$ cat config.mk
export PLATFORM = sky130hd
export DESIGN_NAME = fir_output_range_monitor
export DESIGN_NICKNAME = d
export VERILOG_FILES = /design/src/rtl/fir_pkg.sv /design/src/rtl/fir_out_saturate.sv /design/src/rtl/fir_output_range_monitor.sv
export SDC_FILE = /design/constraint.sdc
export NUM_CORES = 1
export LEC_CHECK = 0
export CORE_MARGIN = 2
export CORE_UTILIZATION = 62
export DETAILED_ROUTE_END_ITERATION = 7
export MAX_ROUTING_LAYER = met4
export PLACE_DENSITY = 0.86
export RECOVER_POWER = 50
export SKIP_LAST_GASP = 1
export SYNTH_ARGS = -nofsm -noshare
export SYNTH_HDL_FRONTEND = slang
export SYNTH_SLANG_ARGS = --single-unit
$ cat constraint.sdc
create_clock -name clk -period 9.8 [get_ports clk]
set_input_delay 0.98 -clock clk [delete_from_list [all_inputs] [get_ports clk]]
set_output_delay 0.98 -clock clk [all_outputs]
set_load 0.005 [all_outputs]
$ cat src/rtl/fir_pkg.sv
`default_nettype none
// ============================================================================
//  Module      : fir_pkg
//  Description : Shared defaults, saturation limits and FSM encoding for the
//                FIR output range monitor.
//  Revision    : 1.0 - initial release
// ============================================================================
package fir_pkg;

    localparam int IN_WIDTH_DEF   = 32;
    localparam int DATA_WIDTH_DEF = 16;
    localparam int FRAC_SHIFT_DEF = 15;
    localparam int WINDOW_LEN_DEF = 256;
    localparam int SUM_WIDTH      = 40;

    // Two's-complement limits of a signed sample of the given width.
    function automatic longint sat_max(input int width);
        return (64'sd1 <<< (width - 1)) - 64'sd1;
    endfunction

    function automatic longint sat_min(input int width);
        return -(64'sd1 <<< (width - 1));
    endfunction

    typedef logic [1:0] state_t;

    localparam state_t ST_IDLE   = 2'd0;
    localparam state_t ST_ACCUM  = 2'd1;
    localparam state_t ST_REPORT = 2'd2;

endpackage
`default_nettype wire

$ cat src/rtl/fir_out_saturate.sv
`default_nettype none
// ============================================================================
//  Module      : fir_out_saturate
//  Description : Round-half-up, shift and saturate a FIR accumulator word to
//                a DATA_WIDTH sample; one registered stage.
//  Revision    : 1.0 - initial release
// ============================================================================
module fir_out_saturate
    import fir_pkg::*;
#(
    parameter int IN_WIDTH   = IN_WIDTH_DEF,
    parameter int DATA_WIDTH = DATA_WIDTH_DEF,
    parameter int FRAC_SHIFT = FRAC_SHIFT_DEF
) (
    input  logic                         clk,
    input  logic                         rst_n,
    input  logic                         in_valid,
    input  logic signed [IN_WIDTH-1:0]   data_in,
    output logic                         out_valid,
    output logic signed [DATA_WIDTH-1:0] data_out,
    output logic                         clip
);

    localparam int YW = IN_WIDTH + 1;

    localparam logic signed [YW-1:0]         RND      = YW'(64'sd1 <<< (FRAC_SHIFT - 1));
    localparam logic signed [YW-1:0]         Y_MAX    = YW'(sat_max(DATA_WIDTH));
    localparam logic signed [YW-1:0]         Y_MIN    = YW'(sat_min(DATA_WIDTH));
    localparam logic signed [DATA_WIDTH-1:0] DATA_MAX = DATA_WIDTH'(sat_max(DATA_WIDTH));
    localparam logic signed [DATA_WIDTH-1:0] DATA_MIN = DATA_WIDTH'(sat_min(DATA_WIDTH));

    logic signed [YW-1:0]         ext_w;
    logic signed [YW-1:0]         y_w;
    logic signed [DATA_WIDTH-1:0] sat_w;
    logic                         sat_clip_w;

    logic signed [DATA_WIDTH-1:0] data_d, data_q;
    logic                         clip_d, clip_q;
    logic                         valid_q;

    // One guard bit keeps the rounding add from wrapping at full-scale input.
    always_comb begin
        ext_w = YW'(data_in) + RND;
        y_w   = ext_w >>> FRAC_SHIFT;
        if (y_w > Y_MAX) begin
            sat_w      = DATA_MAX;
            sat_clip_w = 1'b1;
        end else if (y_w < Y_MIN) begin
            sat_w      = DATA_MIN;
            sat_clip_w = 1'b1;
        end else begin
            sat_w      = y_w[DATA_WIDTH-1:0];
            sat_clip_w = 1'b0;
        end
    end

    always_comb begin
        data_d = data_q;
        clip_d = clip_q;
        if (in_valid) begin
            data_d = sat_w;
            clip_d = sat_clip_w;
        end
    end

    always_ff @(posedge clk or negedge rst_n) begin
        if (!rst_n) begin
            valid_q <= 1'b0;
            data_q  <= '0;
            clip_q  <= 1'b0;
        end else begin
            valid_q <= in_valid;
            data_q  <= data_d;
            clip_q  <= clip_d;
        end
    end

    assign out_valid = valid_q;
    assign data_out  = data_q;
    assign clip      = clip_q;

endmodule
`default_nettype wire

$ cat src/rtl/fir_output_range_monitor.sv
`default_nettype none
// ============================================================================
//  Module      : fir_output_range_monitor
//  Description : Rounds/saturates FIR output and gathers per-window peak,
//                mean-square and clip statistics.
//  Revision    : 1.0 - initial release
// ============================================================================
module fir_output_range_monitor
    import fir_pkg::*;
#(
    parameter int IN_WIDTH   = IN_WIDTH_DEF,
    parameter int DATA_WIDTH = DATA_WIDTH_DEF,
    parameter int FRAC_SHIFT = FRAC_SHIFT_DEF,
    parameter int WINDOW_LEN = WINDOW_LEN_DEF
) (
    input  logic                         clk,
    input  logic                         rst_n,
    input  logic                         start,
    input  logic                         continuous,
    input  logic                         in_valid,
    input  logic signed [IN_WIDTH-1:0]   data_in,
    output logic                         out_valid,
    output logic signed [DATA_WIDTH-1:0] data_out,
    output logic                         clip,
    output logic                         busy,
    output logic                         win_done,
    output logic [15:0]                  peak_abs,
    output logic [31:0]                  mean_sq,
    output logic [15:0]                  clip_count
);

    localparam int               CNT_W    = $clog2(WINDOW_LEN);
    localparam logic [CNT_W-1:0] CNT_LAST = CNT_W'(WINDOW_LEN - 1);

    logic                         out_valid_w;
    logic signed [DATA_WIDTH-1:0] data_out_w;
    logic                         clip_w;

    fir_out_saturate #(
        .IN_WIDTH   (IN_WIDTH),
        .DATA_WIDTH (DATA_WIDTH),
        .FRAC_SHIFT (FRAC_SHIFT)
    ) u_sat (
        .clk       (clk),
        .rst_n     (rst_n),
        .in_valid  (in_valid),
        .data_in   (data_in),
        .out_valid (out_valid_w),
        .data_out  (data_out_w),
        .clip      (clip_w)
    );

    state_t state_q, state_d;

    logic [DATA_WIDTH-1:0]   peak_q, peak_d;
    logic [SUM_WIDTH-1:0]    sum_q, sum_d;
    logic [15:0]             clipc_q, clipc_d;
    logic [CNT_W-1:0]        count_q, count_d;
    logic [15:0]             peak_res_q, peak_res_d;
    logic [31:0]             mean_res_q, mean_res_d;
    logic [15:0]             clipc_res_q, clipc_res_d;

    logic [DATA_WIDTH-1:0]       mag_w;
    logic signed [2*DATA_WIDTH-1:0] sq_w;
    logic [DATA_WIDTH-1:0]       peak_upd_w;
    logic [SUM_WIDTH-1:0]        sum_upd_w;
    logic [15:0]                 clipc_upd_w;
    logic                        acc_en_w;

    always_ff @(posedge clk or negedge rst_n) begin
        if (!rst_n) begin
            state_q <= ST_IDLE;
        end else begin
            state_q <= state_d;
        end
    end

    always_comb begin
        state_d = state_q;
        case (state_q)
            ST_IDLE:   if (start) state_d = ST_ACCUM;
            ST_ACCUM:  if (out_valid_w && (count_q == CNT_LAST)) state_d = ST_REPORT;
            ST_REPORT: state_d = continuous ? ST_ACCUM : ST_IDLE;
            default:   state_d = ST_IDLE;
        endcase
    end

    always_comb begin
        busy     = (state_q != ST_IDLE);
        win_done = (state_q == ST_REPORT);
    end

    // The unsigned magnitude of the most negative sample still fits DATA_WIDTH bits.
    always_comb begin
        mag_w       = data_out_w[DATA_WIDTH-1] ? -data_out_w : data_out_w;
        sq_w        = (2*DATA_WIDTH)'(data_out_w) * (2*DATA_WIDTH)'(data_out_w);
        peak_upd_w  = (mag_w > peak_q) ? mag_w : peak_q;
        sum_upd_w   = sum_q + SUM_WIDTH'($unsigned(sq_w));
        clipc_upd_w = (clip_w && (clipc_q != 16'hFFFF)) ? clipc_q + 16'd1 : clipc_q;
        acc_en_w    = out_valid_w &&
                      ((state_q == ST_ACCUM) || ((state_q == ST_REPORT) && continuous));
    end

    // Accumulators idle at zero, so a REPORT-cycle sample starts the next window cleanly.
    always_comb begin
        peak_d      = peak_q;
        sum_d       = sum_q;
        clipc_d     = clipc_q;
        count_d     = count_q;
        peak_res_d  = peak_res_q;
        mean_res_d  = mean_res_q;
        clipc_res_d = clipc_res_q;
        if (state_q == ST_IDLE) begin
            if (start) begin
                peak_d  = '0;
                sum_d   = '0;
                clipc_d = '0;
                count_d = '0;
            end
        end else if (acc_en_w) begin
            if ((state_q == ST_ACCUM) && (count_q == CNT_LAST)) begin
                peak_res_d  = 16'(peak_upd_w);
                mean_res_d  = 32'(sum_upd_w >> CNT_W);
                clipc_res_d = clipc_upd_w;
                peak_d      = '0;
                sum_d       = '0;
                clipc_d     = '0;
                count_d     = '0;
            end else begin
                peak_d  = peak_upd_w;
                sum_d   = sum_upd_w;
                clipc_d = clipc_upd_w;
                count_d = count_q + CNT_W'(1);
            end
        end
    end

    always_ff @(posedge clk or negedge rst_n) begin
        if (!rst_n) begin
            peak_q      <= '0;
            sum_q       <= '0;
            clipc_q     <= '0;
            count_q     <= '0;
            peak_res_q  <= '0;
            mean_res_q  <= '0;
            clipc_res_q <= '0;
        end else begin
            peak_q      <= peak_d;
            sum_q       <= sum_d;
            clipc_q     <= clipc_d;
            count_q     <= count_d;
            peak_res_q  <= peak_res_d;
            mean_res_q  <= mean_res_d;
            clipc_res_q <= clipc_res_d;
        end
    end

    assign out_valid  = out_valid_w;
    assign data_out   = data_out_w;
    assign clip       = clip_w;
    assign peak_abs   = peak_res_q;
    assign mean_sq    = mean_res_q;
    assign clip_count = clipc_res_q;

endmodule
`default_nettype wire

==> run_summary.xml <==
<?xml version="1.0" encoding="UTF-8"?>
<metrics>
  <group name="run_status">
    <metric name="outcome" unit="">finished with violations</metric>
    <metric name="violations" unit="">capacitance limit, slew limit</metric>
  </group>
  <group name="route">
    <metric name="finalWirelength" unit="mm">44.3</metric>
    <metric name="dr.first_iter.drc_count" unit="">1018</metric>
    <metric name="drt_drc_violations_left" unit="">0</metric>
    <metric name="vias_per_cell" unit="">5.85</metric>
    <metric name="detailedRoute.firstPassIterationCount" unit="">5</metric>
    <metric name="detail-route-antenna-nets" unit="">0</metric>
    <metric name="route.vias.total" unit="">14700</metric>
    <metric name="detail_route.wl_per_cell" unit="microns">17.6</metric>
  </group>
  <group name="timing">
    <metric name="rsz_0062_raised_after_global_routing" unit="">no</metric>
    <metric name="clock.fmax" unit="MHz">109</metric>
    <metric name="finalMaxSlewViolations" unit="">248</metric>
    <metric name="crit_share_post_route" unit="%">93.5</metric>
    <metric name="timing.clock.skew" unit="ps">23.8</metric>
    <metric name="fin_crit" unit="ps">9160</metric>
    <metric name="setup_violations" unit="">0</metric>
    <metric name="timing.setup.tns" unit="ps">0</metric>
    <metric name="worst_slew_pin_slew" unit="ps">5230</metric>
    <metric name="slew-limit-headroom" unit="%">-249</metric>
    <metric name="final.setup.worst_slack" unit="ps">639</metric>
    <metric name="report.final.hold_viol_count" unit="">0</metric>
  </group>
  <group name="cts">
    <metric name="worstSkewPairLatency" unit="ps">450</metric>
    <metric name="post_cts_hold_buffer_count" unit="">0</metric>
    <metric name="clock_sinks" unit="">164</metric>
    <metric name="htree_levels" unit="">4</metric>
    <metric name="worst_setup_hold_path_clk_slew" unit="ps">80</metric>
    <metric name="tritoncts" unit="">done</metric>
    <metric name="cts_buffer_depth" unit="">2</metric>
    <metric name="postCtsResizedCells" unit="">0</metric>
    <metric name="clockRootBuffer" unit="">sky130_fd_sc_hd__clkbuf_16</metric>
    <metric name="cts_made_buffers" unit="">17</metric>
    <metric name="post-cts-setup-buffers" unit="">0</metric>
  </group>
  <group name="cells_and_area">
    <metric name="area_delta_synth_final" unit="%">11.2</metric>
    <metric name="instances_no_fill" unit="">2521</metric>
    <metric name="layout.filler_cells" unit="">2167</metric>
    <metric name="layout_commonest_cell" unit="">sky130_fd_sc_hd__inv_1</metric>
    <metric name="finish.instance_area" unit="sq um">20600</metric>
    <metric name="drive_gt1_share" unit="%">4.08</metric>
    <metric name="mostFrequentLayoutCells" unit="">360 x sky130_fd_sc_hd__inv_1, 274 x sky130_fd_sc_hd__nand2_1, 239 x sky130_fd_sc_hd__fa_1</metric>
    <metric name="ff_latch_area" unit="sq um">4100</metric>
    <metric name="multi_input_comb_area" unit="sq um">12800</metric>
    <metric name="finalNetCount" unit="">2534</metric>
  </group>
  <group name="floorplan">
    <metric name="design.core.area" unit="sq um">29600</metric>
    <metric name="fp.dieArea" unit="sq um">31300</metric>
    <metric name="fp.dieW" unit="microns">177</metric>
    <metric name="num_rows" unit="">63</metric>
    <metric name="floorplan.die.height" unit="microns">177</metric>
    <metric name="initial_utilization" unit="%">62.7</metric>
    <metric name="floorplan.io_pins" unit="">121</metric>
  </group>
  <group name="place">
    <metric name="gpl.final_weighted_congestion" unit="">0.927</metric>
    <metric name="dp.final_hpwl" unit="mm">33.7</metric>
    <metric name="post_dp_cell_area" unit="sq um">20000</metric>
    <metric name="dp_worst_setup_slack" unit="ps">910</metric>
    <metric name="numPlacedInstances" unit="">2488</metric>
    <metric name="placement.io_buffers" unit="">106</metric>
  </group>
  <group name="setup_path">
    <metric name="worstRegToRegCells" unit="">30</metric>
    <metric name="cpPeakStageDelay" unit="ps">940</metric>
    <metric name="timing.setup.critical_path_class" unit="">flop to flop</metric>
    <metric name="critical_path_arrival" unit="ps">9500</metric>
    <metric name="setup.worst_path.end_class" unit="">flop</metric>
    <metric name="worst_ep_required_time" unit="ps">10140</metric>
    <metric name="crit_path_max_fanout" unit="">23</metric>
    <metric name="timing.critical_path.mode_cell" unit="">sky130_fd_sc_hd__fa_1</metric>
    <metric name="crit_slowest_cell" unit="">sky130_fd_sc_hd__dfrtp_1</metric>
    <metric name="cp-start-kind" unit="">flop</metric>
  </group>
  <group name="min_path">
    <metric name="hold_path_class" unit="">flop to flop</metric>
    <metric name="min_path_cells" unit="">2</metric>
  </group>
  <group name="global_route">
    <metric name="grt_first_pass_wirelength" unit="mm">73.4</metric>
    <metric name="grt_antenna_before_repair" unit="">1</metric>
    <metric name="via_count_of_the_first_global_routing_pass" unit="">15100</metric>
    <metric name="grt_util_all_layers" unit="%">30.5</metric>
    <metric name="grt_start_max_net_pins" unit="">99</metric>
    <metric name="global_route.overflow_total" unit="">0</metric>
  </group>
  <group name="yosys">
    <metric name="synth_async_sr_flop_share" unit="%">100</metric>
    <metric name="synth_cells" unit="">2046</metric>
    <metric name="share_of_the_yosys_chip_area_belonging_to_registers" unit="%">22.2</metric>
    <metric name="mappedNetlistNets" unit="">2463</metric>
    <metric name="synth_enable_flop_cells" unit="">0</metric>
    <metric name="syn-mean-instance-area" unit="sq um">9.05</metric>
    <metric name="netlist_area" unit="sq um">18500</metric>
    <metric name="synth.lib_cells_used.distinct" unit="">70</metric>
    <metric name="yosys_warnings" unit="">0</metric>
    <metric name="synth_ff_type" unit="">sky130_fd_sc_hd__dfrtp_1</metric>
    <metric name="register_bit_count_reported_by_yosys" unit="">164</metric>
  </group>
  <group name="job">
    <metric name="cap_violations" unit="">4</metric>
  </group>
</metrics>
-- layer usage --
metal	part of all wire (%)	routed length, microns	up-vias	track usage (%)
met4	4.0	1780	0	12.4
met5	0	0	-	-
li1	-	-	6727	-
met2	51	22400	512	50.9
met3	5.4	2380	148	4.98
met1	40	17700	7355	37.1
-- sequential cells by signal (all words and copies together) (netlist names), 2 cells and up --
| name | flops |
|---|---|
| peak_q | 16 |
| peak_abs | 16 |
| count_q | 8 |
| mean_sq | 32 |
| sum_q | 40 |
| clip_count | 16 |
| u_sat.data_out | 16 |
| state_q | 2 |
| clipc_q | 16 |
-- metrics by stage --
step,util [%],hold WS (ps)
floorplan,-,455
global placement,67.6,458
detailed placement,67.6,458
CTS,69.8,481
global route,69.7,497
finish,69.7,472
-- cell usage after synthesis, types with 8 or more instances --
master / instances / area [sq um]
sky130_fd_sc_hd__dfrtp_1: 164 / 4100
sky130_fd_sc_hd__mux2i_1: 16 / 160
sky130_fd_sc_hd__and3_1: 26 / 163
sky130_fd_sc_hd__a21o_1: 35 / 263
sky130_fd_sc_hd__inv_1: 360 / 1350
sky130_fd_sc_hd__nand3_1: 29 / 145
sky130_fd_sc_hd__nor2_1: 84 / 315
sky130_fd_sc_hd__a31oi_1: 13 / 81.3
sky130_fd_sc_hd__clkbuf_1: 73 / 274
sky130_fd_sc_hd__a21oi_1: 101 / 505
sky130_fd_sc_hd__nand4_1: 16 / 100
sky130_fd_sc_hd__ha_1: 141 / 1760
sky130_fd_sc_hd__nand2_1: 274 / 1030
sky130_fd_sc_hd__o31ai_1: 8 / 60.1
sky130_fd_sc_hd__xor2_1: 33 / 289
sky130_fd_sc_hd__and4_1: 8 / 70.1
sky130_fd_sc_hd__nor2b_1: 13 / 81.3
sky130_fd_sc_hd__a22o_1: 42 / 368
sky130_fd_sc_hd__and2_1: 41 / 257
sky130_fd_sc_hd__nor3_1: 18 / 90.1
sky130_fd_sc_hd__o21a_1: 8 / 60.1
sky130_fd_sc_hd__xnor2_1: 87 / 762
sky130_fd_sc_hd__o21ai_0: 113 / 566
sky130_fd_sc_hd__fa_1: 239 / 4780
-- worst paths after layout --
path / startpoint / slack (ps) / endpoint
max: u_sat.data_out[6] / 640 / sum_q[39]
min: mean_sq[27] / 470 / mean_sq[27]
max reg2reg: u_sat.data_out[6] / 640 / sum_q[39]
min reg2reg: mean_sq[27] / 470 / mean_sq[27]
max in group asynchronous: rst_n / 3590 / peak_q[11]
min in group asynchronous: rst_n / 2440 / sum_q[30]
-- cell families after synthesis --
logic type | synth area share (%)
and+or+nand+nor | 13.3
buffers and inverters | 8.96
AOI/OAI and AO/OA | 13.4
adders and majority gates | 35.4
DFF | 22.2
xor gates and xnor gates | 5.67
muxes | 1.17
-- cell type report --
class / instances / area share [%]
Multi-Input combinational cell: 1440 / 62.1
Sequential cell: 164 / 19.9
Inverter: 362 / 6.59
Timing Repair Buffer: 132 / 6.02
Tap cell: 390 / 2.37
Clock buffer: 20 / 2.27
Clock inverter: 12 / 0.771
Antenna cell: 1 / 0.0121
-- critical path: cells and delay by family, from the launching register on --
family	cells	cell delay [ps]
compound gates	8	1860
xor+xnor	1	130
fa+ha+maj	8	3920
buf+inv	5	280
flops	1	940
simple gates	8	1930
Power is not shown: default switching activity piles up to over one toggle a cycle in this logic, so the estimate is an artifact.
==> RTL change: new RTL, config.mk and constraints unchanged <==
Put a register stage on the output `clip`, without a reset. The value now appears one clock later. The other outputs are not delayed to match.
--- a/src/rtl/fir_output_range_monitor.sv
+++ b/src/rtl/fir_output_range_monitor.sv
@@ -31,6 +31,8 @@
 
     localparam int               CNT_W    = $clog2(WINDOW_LEN);
     localparam logic [CNT_W-1:0] CNT_LAST = CNT_W'(WINDOW_LEN - 1);
+
+    logic clip_c;
 
     logic                         out_valid_w;
     logic signed [DATA_WIDTH-1:0] data_out_w;
@@ -157,11 +159,15 @@
 
     assign out_valid  = out_valid_w;
     assign data_out   = data_out_w;
-    assign clip       = clip_w;
+    assign clip_c     = clip_w;
     assign peak_abs   = peak_res_q;
     assign mean_sq    = mean_res_q;
     assign clip_count = clipc_res_q;
 
+    always_ff @(posedge clk) begin
+        clip <= clip_c;
+    end
+
 endmodule
 `default_nettype wire
 
Formal check against the unedited RTL: not equivalent (Yosys sat finds a counterexample within 4 cycles, from zero or initial values and one cycle with rst_n low).
==> RTL change against the unedited design <==
- the flow still finishes with violations (max-capacitance violations, max-slew violations)
- final area up 0.45%
- first-iteration DRC count is 8.3% higher
- area after synthesis increased by 0.64%
- count of clock-buffer cells in the layout fell by 3
- wire length rose by 4.0%
- worst setup slack improved by 0.0081 ns
- highest routed layer unchanged
- sequential cell count up 1
Power is left out: the tool's default activity adds up to more than one toggle a clock period on the data nets, which glitch-free logic cannot reach.
==> RTL change: results (changes against the unedited design) <==
outcome=complete, but fails checks; failing checks=max-capacitance violations, max-slew violations; number of vias per cell=5.851 (about the same); number of port buffers=106 (unchanged); CTS tree=yes; first-pass GRT wire length=77.11 mm (+5.0%); Filler cells=2158 (-0.42%); max cap viols=2 (-2); layout cells sized above 1=4.161% (+0.076 points); worst-path fanout max=30 (+30%); initial antenna violation count=0 (-1); Worst R2R End=sum_q[34]$_DFFE_PN0P_; Setup Skew=0.01545 ns (-0.008363 ns); hold depth=2 (unchanged); top post-synthesis cells by count=inv_1, nand2_1, fa_1; Seq/Total Area, Yosys=22.12% (-0.034 points); total global routing overflow=0 (unchanged); CTS resizes=0 (unchanged); hold endpoint=peak_abs[8]$_DFFE_PN0P_; max reg flops=40 (unchanged); Initial DRC Count=1102 (+8.3%); Ant. Diodes=0 (-1); Least-Margin Pin Slew=6.299 ns (+1.071 ns); delay-heaviest family, CP=adder cells; pin count of the biggest net entering global routing=114 (+15%); Num CTS Buffers=17 (unchanged); Worst R2R Start=u_sat.data_out[15]$_DFFE_PN0P_; Yosys cell types=69 (-1.4%); Worst-path clk slew=0.08 ns (about the same); clk root buf=clkbuf_16; clk_lat worst skew=0.45 ns (about the same); type of the worst min-delay path=reg2reg; htree depth=4 (unchanged); Final Max Slew Viols=167 (-33%); Critical Path Max Stage Delay=0.71 ns (-0.23 ns); Synth Flop Type=dfrtp_1; post-CTS setup buffers=0 (unchanged); top post-synthesis cells by area=fa_1, dfrtp_1, ha_1; Post-Route WL=46.06 mm (+4.0%); Total GRT Usage=31.87% (+1.4 points); R2R Setup Slk=0.65 ns; YS warnings=0 (unchanged); number of global-route vias before repair=15700 (+4.2%); Clock Tree Buf Depth=2 (unchanged); r2r worst-path depth=32 (+6.7%); Detail Placement HPWL=35.08 mm (+4.1%); GP Congestion=0.9553 (+3.1%); Biggest register=sum_q; Hold Startpoint=peak_abs[8]$_DFFE_PN0P_; asr flop ratio synth=99.39% (-0.61 points); DR pass1 iterations=8 (+3); CP arrival=9.54 ns (+0.04 ns); slowest cell on the critical path=fa_1; number of nets in the layout=2543 (+0.36%)
## RTL change: cell count changes in the layout (fill, tap and decap cells not counted), moves of 19 or more
cell,before,now
nand2_1,274,251
o21ai_1,3,28
clkdlybuf4s50_1,40,68
o21a_1,8,27
a21oi_1,100,62
dlygate4sd3_1,65,37
## RTL change: area by class of cell
type	count	area, sq um	share of cell area [%]
sequential	165	4124	19.93
multi-input combinational	1433	12830	62.00
clock inverter	15	170.2	0.8222
timing repair buffer	132	1242	6.003
inverter	377	1415	6.838
clock buffer	17	425.4	2.055
tap	390	488.0	2.358
## RTL change: routing by layer
layer  vias to the layer above  wire length [um]  GRT usage, %
met5                         -                 0             -
li1                       6757                 -             -
met3                       142              2797         4.927
met4                         0              1999         13.05
met1                      7321             18460         40.47
met2                       578             22810         51.39
## RTL change: per-stage QoR
step	setup WS (ns)	util [%]	hold slack (ns)	cells	cell area (sq um)
detailed placement	0.7416	67.87	0.4622	2497	20120
global route	0.04817	69.83	0.5000	2529	20700
finish	0.6472	69.83	0.4751	2529	20700
CTS	0.6744	69.88	0.4851	2529	20710
global placement	0.9532	67.87	0.4598	2497	20120
floorplan	1.233	-	0.3683	2058	18640
## RTL change: how the worst max path moves through the flow
stage                                   startpoint               endpoint  slack (ns)  cells after the start
floorplan           u_sat.data_out[15]$_DFFE_PN0P_  sum_q[34]$_DFFE_PN0P_        1.23                     34
global placement    u_sat.data_out[15]$_DFFE_PN0P_  sum_q[34]$_DFFE_PN0P_        0.95                     32
detailed placement  u_sat.data_out[15]$_DFFE_PN0P_  sum_q[34]$_DFFE_PN0P_        0.74                     32
CTS                 u_sat.data_out[15]$_DFFE_PN0P_  sum_q[34]$_DFFE_PN0P_        0.67                     32
global route        u_sat.data_out[15]$_DFFE_PN0P_  sum_q[34]$_DFFE_PN0P_        0.05                     32
finish              u_sat.data_out[15]$_DFFE_PN0P_  sum_q[34]$_DFFE_PN0P_        0.65                     32
## RTL change: cells by family after synthesis
logic type	count (synthesis)	share of synthesized area, %
multiplexers	25	1.396
flip-flops	165	22.12
AND/OR/NAND/NOR	525	12.91
XOR/XNOR	116	5.450
AO/OA/AOI/OAI	387	13.71
buffers and inverters	460	9.289
adder cells (fa/ha/maj)	380	35.13
## RTL change: worst min-delay path: cells and delay by family (launching register included)
family           cells  cell delay [ns]
flip-flops           1             0.34
AO/OA/AOI/OAI        1             0.06
AND/OR/NAND/NOR      1             0.04
